## src/rtl/c17_bist_sequencer_if.sv

```systemverilog
// Handshake and datapath bundle between the BIST sequencer,
// its test-access controller and the C17 core.
interface c17_bist_sequencer_if;
    logic       start;
    logic       abort;
    logic [4:0] pat;
    logic       resp22;
    logic       resp23;
    logic       busy;
    logic       done;
    logic       pass;
    logic [5:0] cnt22;
    logic [5:0] cnt23;

    // Environment side: control requests and core responses.
    modport master (
        output start, abort, resp22, resp23,
        input  pat, busy, done, pass, cnt22, cnt23
    );

    // Sequencer side.
    modport slave (
        input  start, abort, resp22, resp23,
        output pat, busy, done, pass, cnt22, cnt23
    );
endinterface

```

## src/rtl/c17_bist_sequencer.sv

```systemverilog
// Exhaustive BIST sequencer for the C17 core: walks all 32 vectors,
// counts ones on both outputs and compares against golden counts.
module c17_bist_sequencer #(
    parameter int unsigned RESP_LAT = 1,
    parameter int unsigned EXP22    = 18,
    parameter int unsigned EXP23    = 18
) (
    input  logic clock,
    input  logic reset,
    c17_bist_sequencer_if.slave bus
);

    typedef enum logic [1:0] {
        IDLE,
        DRIVE,
        SAMPLE,
        DONE
    } state_t;

    // With zero latency the DRIVE phase vanishes entirely.
    localparam state_t FIRST =
        (RESP_LAT == 0) ? SAMPLE : DRIVE;
    localparam logic [3:0] WAIT_LAST =
        4'((RESP_LAT == 0) ? 0 : RESP_LAT - 1);
    localparam logic [5:0] GOLD22 = 6'(EXP22);
    localparam logic [5:0] GOLD23 = 6'(EXP23);

    state_t     state_q, state_d;
    logic [3:0] wait_q, wait_d;
    logic [4:0] pat_q, pat_d;
    logic [5:0] c22_q, c22_d;
    logic [5:0] c23_q, c23_d;
    logic       busy_q, busy_d;
    logic       done_q, done_d;
    logic       pass_q, pass_d;
    logic [5:0] sum22, sum23;
    logic       kill, go;

    // Next-state and next-output logic; outputs are registered below.
    always_comb begin
        state_d = state_q;
        wait_d  = wait_q;
        pat_d   = pat_q;
        c22_d   = c22_q;
        c23_d   = c23_q;
        busy_d  = busy_q;
        done_d  = done_q;
        pass_d  = pass_q;
        sum22   = c22_q + {5'd0, bus.resp22};
        sum23   = c23_q + {5'd0, bus.resp23};
        kill    = bus.abort && (state_q != IDLE);
        go      = bus.start && !bus.abort &&
                  ((state_q == IDLE) ||
                   (state_q == DONE));

        unique case (state_q)
            IDLE: begin
                pat_d = 5'd0;
            end
            DRIVE: begin
                if (wait_q == WAIT_LAST) begin
                    wait_d  = 4'd0;
                    state_d = SAMPLE;
                end else begin
                    wait_d = wait_q + 4'd1;
                end
            end
            SAMPLE: begin
                c22_d = sum22;
                c23_d = sum23;
                if (pat_q == 5'd31) begin
                    state_d = DONE;
                    busy_d  = 1'b0;
                    done_d  = 1'b1;
                    pass_d  = (sum22 == GOLD22) &&
                              (sum23 == GOLD23);
                end else begin
                    pat_d   = pat_q + 5'd1;
                    state_d = FIRST;
                end
            end
            DONE: begin
            end
            default: begin
                state_d = IDLE;
            end
        endcase

        if (kill) begin
            state_d = IDLE;
            wait_d  = 4'd0;
            pat_d   = 5'd0;
            c22_d   = 6'd0;
            c23_d   = 6'd0;
            busy_d  = 1'b0;
            done_d  = 1'b0;
            pass_d  = 1'b0;
        end else if (go) begin
            state_d = FIRST;
            wait_d  = 4'd0;
            pat_d   = 5'd0;
            c22_d   = 6'd0;
            c23_d   = 6'd0;
            busy_d  = 1'b1;
            done_d  = 1'b0;
            pass_d  = 1'b0;
        end
    end

    // State and output registers with asynchronous reset.
    always_ff @(posedge clock or posedge reset) begin
        if (reset) begin
            state_q <= IDLE;
            wait_q  <= 4'd0;
            pat_q   <= 5'd0;
            c22_q   <= 6'd0;
            c23_q   <= 6'd0;
            busy_q  <= 1'b0;
            done_q  <= 1'b0;
            pass_q  <= 1'b0;
        end else begin
            state_q <= state_d;
            wait_q  <= wait_d;
            pat_q   <= pat_d;
            c22_q   <= c22_d;
            c23_q   <= c23_d;
            busy_q  <= busy_d;
            done_q  <= done_d;
            pass_q  <= pass_d;
        end
    end

    assign bus.pat   = pat_q;
    assign bus.busy  = busy_q;
    assign bus.done  = done_q;
    assign bus.pass  = pass_q;
    assign bus.cnt22 = c22_q;
    assign bus.cnt23 = c23_q;

endmodule

```

## src/flat_wrapper.sv

```systemverilog
// flat-port wrapper written by rule: the top's interface ports become plain ports
module c17_bist_sequencer_flat 
#(
    parameter int unsigned RESP_LAT = 1,
    parameter int unsigned EXP22    = 18,
    parameter int unsigned EXP23    = 18
)
  (clock, reset, bus_start, bus_abort, bus_resp22, bus_resp23, bus_pat, bus_busy, bus_done, bus_pass, bus_cnt22, bus_cnt23);
  c17_bist_sequencer_if bus_i ();
  input  logic clock;
  input  logic reset;
  input wire logic [$bits(bus_i.start)-1:0] bus_start;
  input wire logic [$bits(bus_i.abort)-1:0] bus_abort;
  input wire logic [$bits(bus_i.resp22)-1:0] bus_resp22;
  input wire logic [$bits(bus_i.resp23)-1:0] bus_resp23;
  output wire logic [$bits(bus_i.pat)-1:0] bus_pat;
  output wire logic [$bits(bus_i.busy)-1:0] bus_busy;
  output wire logic [$bits(bus_i.done)-1:0] bus_done;
  output wire logic [$bits(bus_i.pass)-1:0] bus_pass;
  output wire logic [$bits(bus_i.cnt22)-1:0] bus_cnt22;
  output wire logic [$bits(bus_i.cnt23)-1:0] bus_cnt23;
  assign bus_i.start = bus_start;
  assign bus_i.abort = bus_abort;
  assign bus_i.resp22 = bus_resp22;
  assign bus_i.resp23 = bus_resp23;
  assign bus_pat = bus_i.pat;
  assign bus_busy = bus_i.busy;
  assign bus_done = bus_i.done;
  assign bus_pass = bus_i.pass;
  assign bus_cnt22 = bus_i.cnt22;
  assign bus_cnt23 = bus_i.cnt23;
  c17_bist_sequencer #(.RESP_LAT(RESP_LAT), .EXP22(EXP22), .EXP23(EXP23)) u_core (.clock(clock), .reset(reset), .bus(bus_i));
endmodule
```

## config.mk

```make
export PLATFORM = sky130hd
export DESIGN_NAME = c17_bist_sequencer_flat
export DESIGN_NICKNAME = d
export VERILOG_FILES = /design/src/rtl/c17_bist_sequencer_if.sv /design/src/rtl/c17_bist_sequencer.sv /design/src/flat_wrapper.sv
export SDC_FILE = /design/constraint.sdc
export NUM_CORES = 1
export LEC_CHECK = 0
export CELL_PAD_IN_SITES_DETAIL_PLACEMENT = 1
export CELL_PAD_IN_SITES_GLOBAL_PLACEMENT = 1
export CORE_ASPECT_RATIO = 0.9
export CORE_MARGIN = 2
export CORE_UTILIZATION = 36
export DETAILED_ROUTE_END_ITERATION = 10
export PLACE_DENSITY = 0.75
export SLEW_MARGIN = 25
export SYNTH_ARGS = -nofsm -noshare
export SYNTH_HDL_FRONTEND = slang
export SYNTH_SLANG_ARGS = --single-unit
```

## constraint.sdc

```tcl
create_clock -name clock -period 1.9 [get_ports clock]
set_clock_uncertainty 0.2 [all_clocks]
set_input_delay 0.19 -clock clock [delete_from_list [all_inputs] [get_ports clock]]
set_output_delay 0.19 -clock clock [all_outputs]
set_load 0.01 [all_outputs]
```

* Word-level counts from Yosys, hierarchy flattened
Index checks and enable logic that the tools add are counted.
Word-level totals: bits in registers 26, input port bits 6, output and inout bits 20, word-level logic and storage cells 68
Operators by class: add/sub/neg operators 4, eq/ne operators 8, mux-type cells 31, reductions and logical operators 17
Operators by type and width (count):
- two-way mux 6 bit | 6
- two-way mux 4 bit | 4
- two-way mux 5 bit | 3
- adder 6 x 1 -> 6 bit | 2
- == test 6 x 5 -> 1 bit, second input constant | 2
- two-way mux 1 bit | 12
- one-hot mux 5 bit (2 select lines) | 1
- nonzero test 3 bit | 3
- two-way mux 2 bit | 4
- nonzero test 4 bit | 2
- AND reduction 2 bit | 3
- adder 5 x 1 -> 5 bit, second input constant | 1
- == test 5 bit, second input constant | 1
- adder 4 x 1 -> 4 bit, second input constant | 1
- == test 2 bit, second input constant | 2
- logical AND 1 bit | 4
- zero test 4 bit | 1
- inequality test 4 x 1 -> 1 bit, second input constant | 1
- inequality test 4 x 2 -> 1 bit, second input constant | 1
- one-hot mux 2 bit (2 select lines) | 1
- == test 2 x 1 -> 1 bit, second input constant | 1
- zero test 2 bit | 1
- nonzero test 2 bit | 1
- zero test 1 bit | 1
- logical OR 1 bit | 1

* Longest topological paths before layout
depth in word-level cells 7, gate-level depth with buffers 7, mapped depth without buffers 7

* Worst setup path before layout
OpenSTA, ideal clock, no wires.
kind register to register, start register u_core.pat_q[0], in the netlist u_core.bus.pat[0], end register u_core.pat_q[3], in the netlist u_core.bus.pat[3], library setup time 0.099 ns, arrival 1.604 ns, data required time 1.601 ns, slack -0.004 ns, cell stages (with the launch flop) 8, buffers on the path 0, clock period less this slack 1.904 ns, cells stage by stage dfrtp_1 -> ha_1 -> and3_1 -> ha_1 -> nand4b_1 -> nor2_1 -> nor2_1 -> a311oi_1
Between the ends: cells in the longest elaborated chain, start to end 5, elaborated cells on any way between the ends 8, classes of those cells 1 x add/sub; 2 x eq/ne; 4 x mux; 1 x reduce/logical
RTL lines:
- from (decl) | RTL line c17_bist_sequencer.sv:30 | logic [4:0] pat_q, pat_d;
- from (signal assigned) | RTL line c17_bist_sequencer.sv:124 | pat_q <= pat_d;
- adder 5 x 1 -> 5 bit | RTL line c17_bist_sequencer.sv:78 | pat_d = pat_q + 5'd1;
- two-way mux 5 bit | RTL line c17_bist_sequencer.sv:71 | if (pat_q == 5'd31) begin
- one-hot mux 5 bit (2 select lines) | RTL line c17_bist_sequencer.sv:56 | unique case (state_q)
- two-way mux 5 bit | RTL line c17_bist_sequencer.sv:98 | end else if (go) begin
- two-way mux 5 bit | RTL line c17_bist_sequencer.sv:89 | if (kill) begin
Parallel ways exist; a longest one is shown, timed or not. The select of a mux whose other input is x is not followed. A chain may end at the register's enable or synchronous reset.

* Worst setup path in the final report
start register u_core.c22_q[0], in the netlist u_core.bus.cnt22[0], end register u_core.pass_q, in the netlist u_core.bus.pass
Between the ends: cells in the longest elaborated chain, start to end 7
RTL lines:
- from (decl) | RTL line c17_bist_sequencer.sv:31 | logic [5:0] c22_q, c22_d;
- from (signal assigned) | RTL line c17_bist_sequencer.sv:116 | c22_q <= 6'd0;
- from (signal assigned) | RTL line c17_bist_sequencer.sv:125 | c22_q <= c22_d;
- adder 6 x 1 -> 6 bit | RTL line c17_bist_sequencer.sv:49 | sum22 = c22_q + {5'd0, bus.resp22};
- == test 6 x 5 -> 1 bit | RTL line c17_bist_sequencer.sv:75 | pass_d = (sum22 == GOLD22) &&
- logical AND 1 bit | RTL line c17_bist_sequencer.sv:75
- two-way mux 1 bit | RTL line c17_bist_sequencer.sv:71
- two-way mux 1 bit | RTL line c17_bist_sequencer.sv:56
- two-way mux 1 bit | RTL line c17_bist_sequencer.sv:98
- two-way mux 1 bit | RTL line c17_bist_sequencer.sv:89
- to (signal assigned) | RTL line c17_bist_sequencer.sv:129 | pass_q <= pass_d;
- to (decl) | RTL line c17_bist_sequencer.sv:35 | logic pass_q, pass_d;
No other way between the ends. The select of a mux whose other input is x is not followed.

==> results.cfg <==
[job]
max-cap-violations = 0

[floorplanning]
core_sq_um = 4046
rows = 22
start_util_pct = 36.95
die_w_um = 71.93
fp.dieH_um = 65.14
dieArea_sq_um = 4686
io_pins = 26

[timing]
finalWorstSetupSlack_ps = 57.94
timing.fmax_mhz = 542.9
relSlewSlack_pct = 77.29
fin_crit_ps = 1842
hold_viol = 0
holdWs_ps = 81.27
tightest_slew_ps = 340.7
period_share_pct = 96.95
rsz0062_at_grt = true
setup_tns_ps = 0
setup_viol = 0
slew_viol_final = 0

[worst_setup_path]
path_class = reg2reg
worstRegToRegCells = 6
start_kind = flip-flop
path_buf_inv = 0
crit_family = compound AO/OA/AOI/OAI gates
path_cells = ha_1 -> ha_1 -> and3b_1 -> o211a_1 -> o22ai_1 -> o31ai_2
crit_required_ps = 1880
crit_fanout = 3
slowest_delay_ps = 410
timing.rr.start = u_core.bus.cnt22[0]
cp-startpoint = u_core.bus.cnt22[0]
timing.critical_path.mode_cell = ha_1
reg2reg_setup_slack_ps = 60
endpoint_kind = flip-flop
cpMaxStageDelayCell = dfrtp_1
crit_arrival_ps = 1830
r2r_end = u_core.bus.pass

[synth]
synth-seq-cells = 26
yosysSeqAreaShare_pct = 43.51
netlist_area_sq_um = 1495
syn_nets = 171
synth_top_family_by_area = simple AND/OR/NAND/NOR gates
synthCells = 152
synth.top_cells.by_count = dfrtp_1 (26), nor2_1 (25), ha_1 (13)
synth_top_cell_by_area = dfrtp_1
synth_ff_type = dfrtp_1
synth.most_common_cell = dfrtp_1
synth_simple_gate_area_share_pct = 22.01
synthArstFlopShare_pct = 100.0
synth-edff-count = 0
muxShareOfSynthArea_pct = 4.017
synth.area.top_cells = dfrtp_1 (44%), ha_1 (11%), nor2_1 (6.3%)
ys_types = 35
synthXorXnorAreaFrac_pct = 7.615
synthAdderAreaFrac_pct = 10.88
syn_area_per_cell_sq_um = 9.837
ys_warn_count = 0
synth_top_area_share_pct = 43.51
synth-compound-area-share_pct = 8.033

[cts]
cts_tree = built
insertion_delay_ps = 270
clock_sinks = 26
root_buffer = clkbuf_8
clockBufferDepth = 2
clk_pin_slew_ps = 90
cts_made_buffers = 3
htreeDepth = 1

[route]
drc = 0
wl_mm = 3.733
ant_nets = 0
drtPass1Iterations = 3
route.vias.total = 1248
viasPerCell = 5.157
wl_per_cell_um = 15.43
initialDrtViolationCount = 34

[grt]
first_global_vias = 1309
grt_max_degree = 27
antenna_found_initial = 0
grt_pass1_wl_mm = 6.237
grt-ovfl-total = 0
grtUsageTotal_pct = 17.04

[placed_design]
pre_cts_slack_ps = -227.6
port_buffers = 25
dpl.hpwl_mm = 2.801
place.gp.congestion = 0.8362

[power]
leakage_nw = 0.9306
pwr_density_cell_nw_per_um2 = 996.9
ir_drop_mv = 0.5233

[finish]
drive_gt1_share_pct = 17.53
nets = 214
diodes = 0
area_growth_pct = 34.31

[run_status]
outcome = complete, no violations

[min_path]
hold_path.class = in2async
sequential cells by signal, indices dropped and copies added, names as in the netlist:
name              cells
u_core.bus.busy       1
u_core.bus.cnt22      6
u_core.bus.cnt23      6
u_core.bus.done       1
u_core.bus.pass       1
u_core.bus.pat        5
u_core.state_q        2
u_core.wait_q         4
metal layers:
metal | share of wire (%) | wire [um] | GRT usage (%)
met2 | 52 | 1932 | 29.98
met5 | 0 | 0 | 0
met3 | 3.9 | 144 | 3.374
met1 | 44 | 1631 | 22.05
met4 | 0.67 | 25 | 2.830
through the flow:
step	util, %	power (W)	instance area (sq um)	instances
after floorplan	-	0.001210	1498	152
after global placement	46.48	0.001516	1881	234
after detailed placement	46.48	0.001567	1881	234
after CTS	48.14	0.001948	1948	238
after global routing	49.63	0.002169	2008	242
final	49.63	0.002002	2008	242
tightest hold or removal path, stage by stage:
cell and delay (ps):
clkdlybuf4s50_1 400, inv_1 60, buf_4 320
logic make-up after synthesis:
family	count (synthesis)
flops	26
mux	6
xor+xnor	13
compound gates	18
buf+inv	13
fa+ha+maj	13
simple gates	63
cell type report:
class,instances,area [sq um]
clock buffers,4,55.05
repair buffers,42,381.6
multi-input cells,113,827.0
inverters,9,33.78
flip-flops and latches,26,650.6
well taps,48,60.06
fillers,460,2038
placed cells by master (no fill, tap or decap), drive strengths merged:
master          n
and4            1
o21ai           3
xnor2           3
and3            4
nor3b           3
nand2          12
dfrtp          26
nor4b           1
a21oi           5
nor3            2
nor2           25
and3b           1
o22ai           1
ha             13
buf            17
a311oi          2
nand2b          2
nand3           3
o21a            1
xor2           10
a211o           1
nor2b           1
nand4           6
inv             9
clkbuf          4
a211oi          1
o211a           1
nand4b          1
o31ai           1
a22oi           2
mux2i           6
clkdlybuf4s50  25
or2             1
report_power, final:
| part | internal, W | switching (W) |
|---|---|---|
| combinational | 0.000434 | 0.000518 |
| sequential | 0.000628 | 0.0000583 |
| clock | 0.000186 | 0.000178 |
| total | 0.00125 | 0.000755 |
worst max path at each step:
stage / end / slack [ps] / depth (start not counted)
4_1_cts: u_core.bus.pat[3] / 10 / 7
2_1_floorplan: u_core.bus.pat[3] / 20 / 7
5_1_grt: u_core.bus.pat[2] / -30 / 6
3_5_place_dp: u_core.bus.pass / -230 / 7
3_3_place_gp: u_core.bus.pass / -40 / 7
6_report: u_core.bus.pass / 60 / 6
repair_timing:
action | 4_1_cts | 5_1_grt
endpoints found under the setup margin | 2 | 14
hold endpoints to repair | 0 | 0
setup buffers | 0 | 4
pin swaps | 0 | 2
gates resized for setup | 3 | 6
hold buffers | 0 | 0
Power figures use the tool's default switching activity.
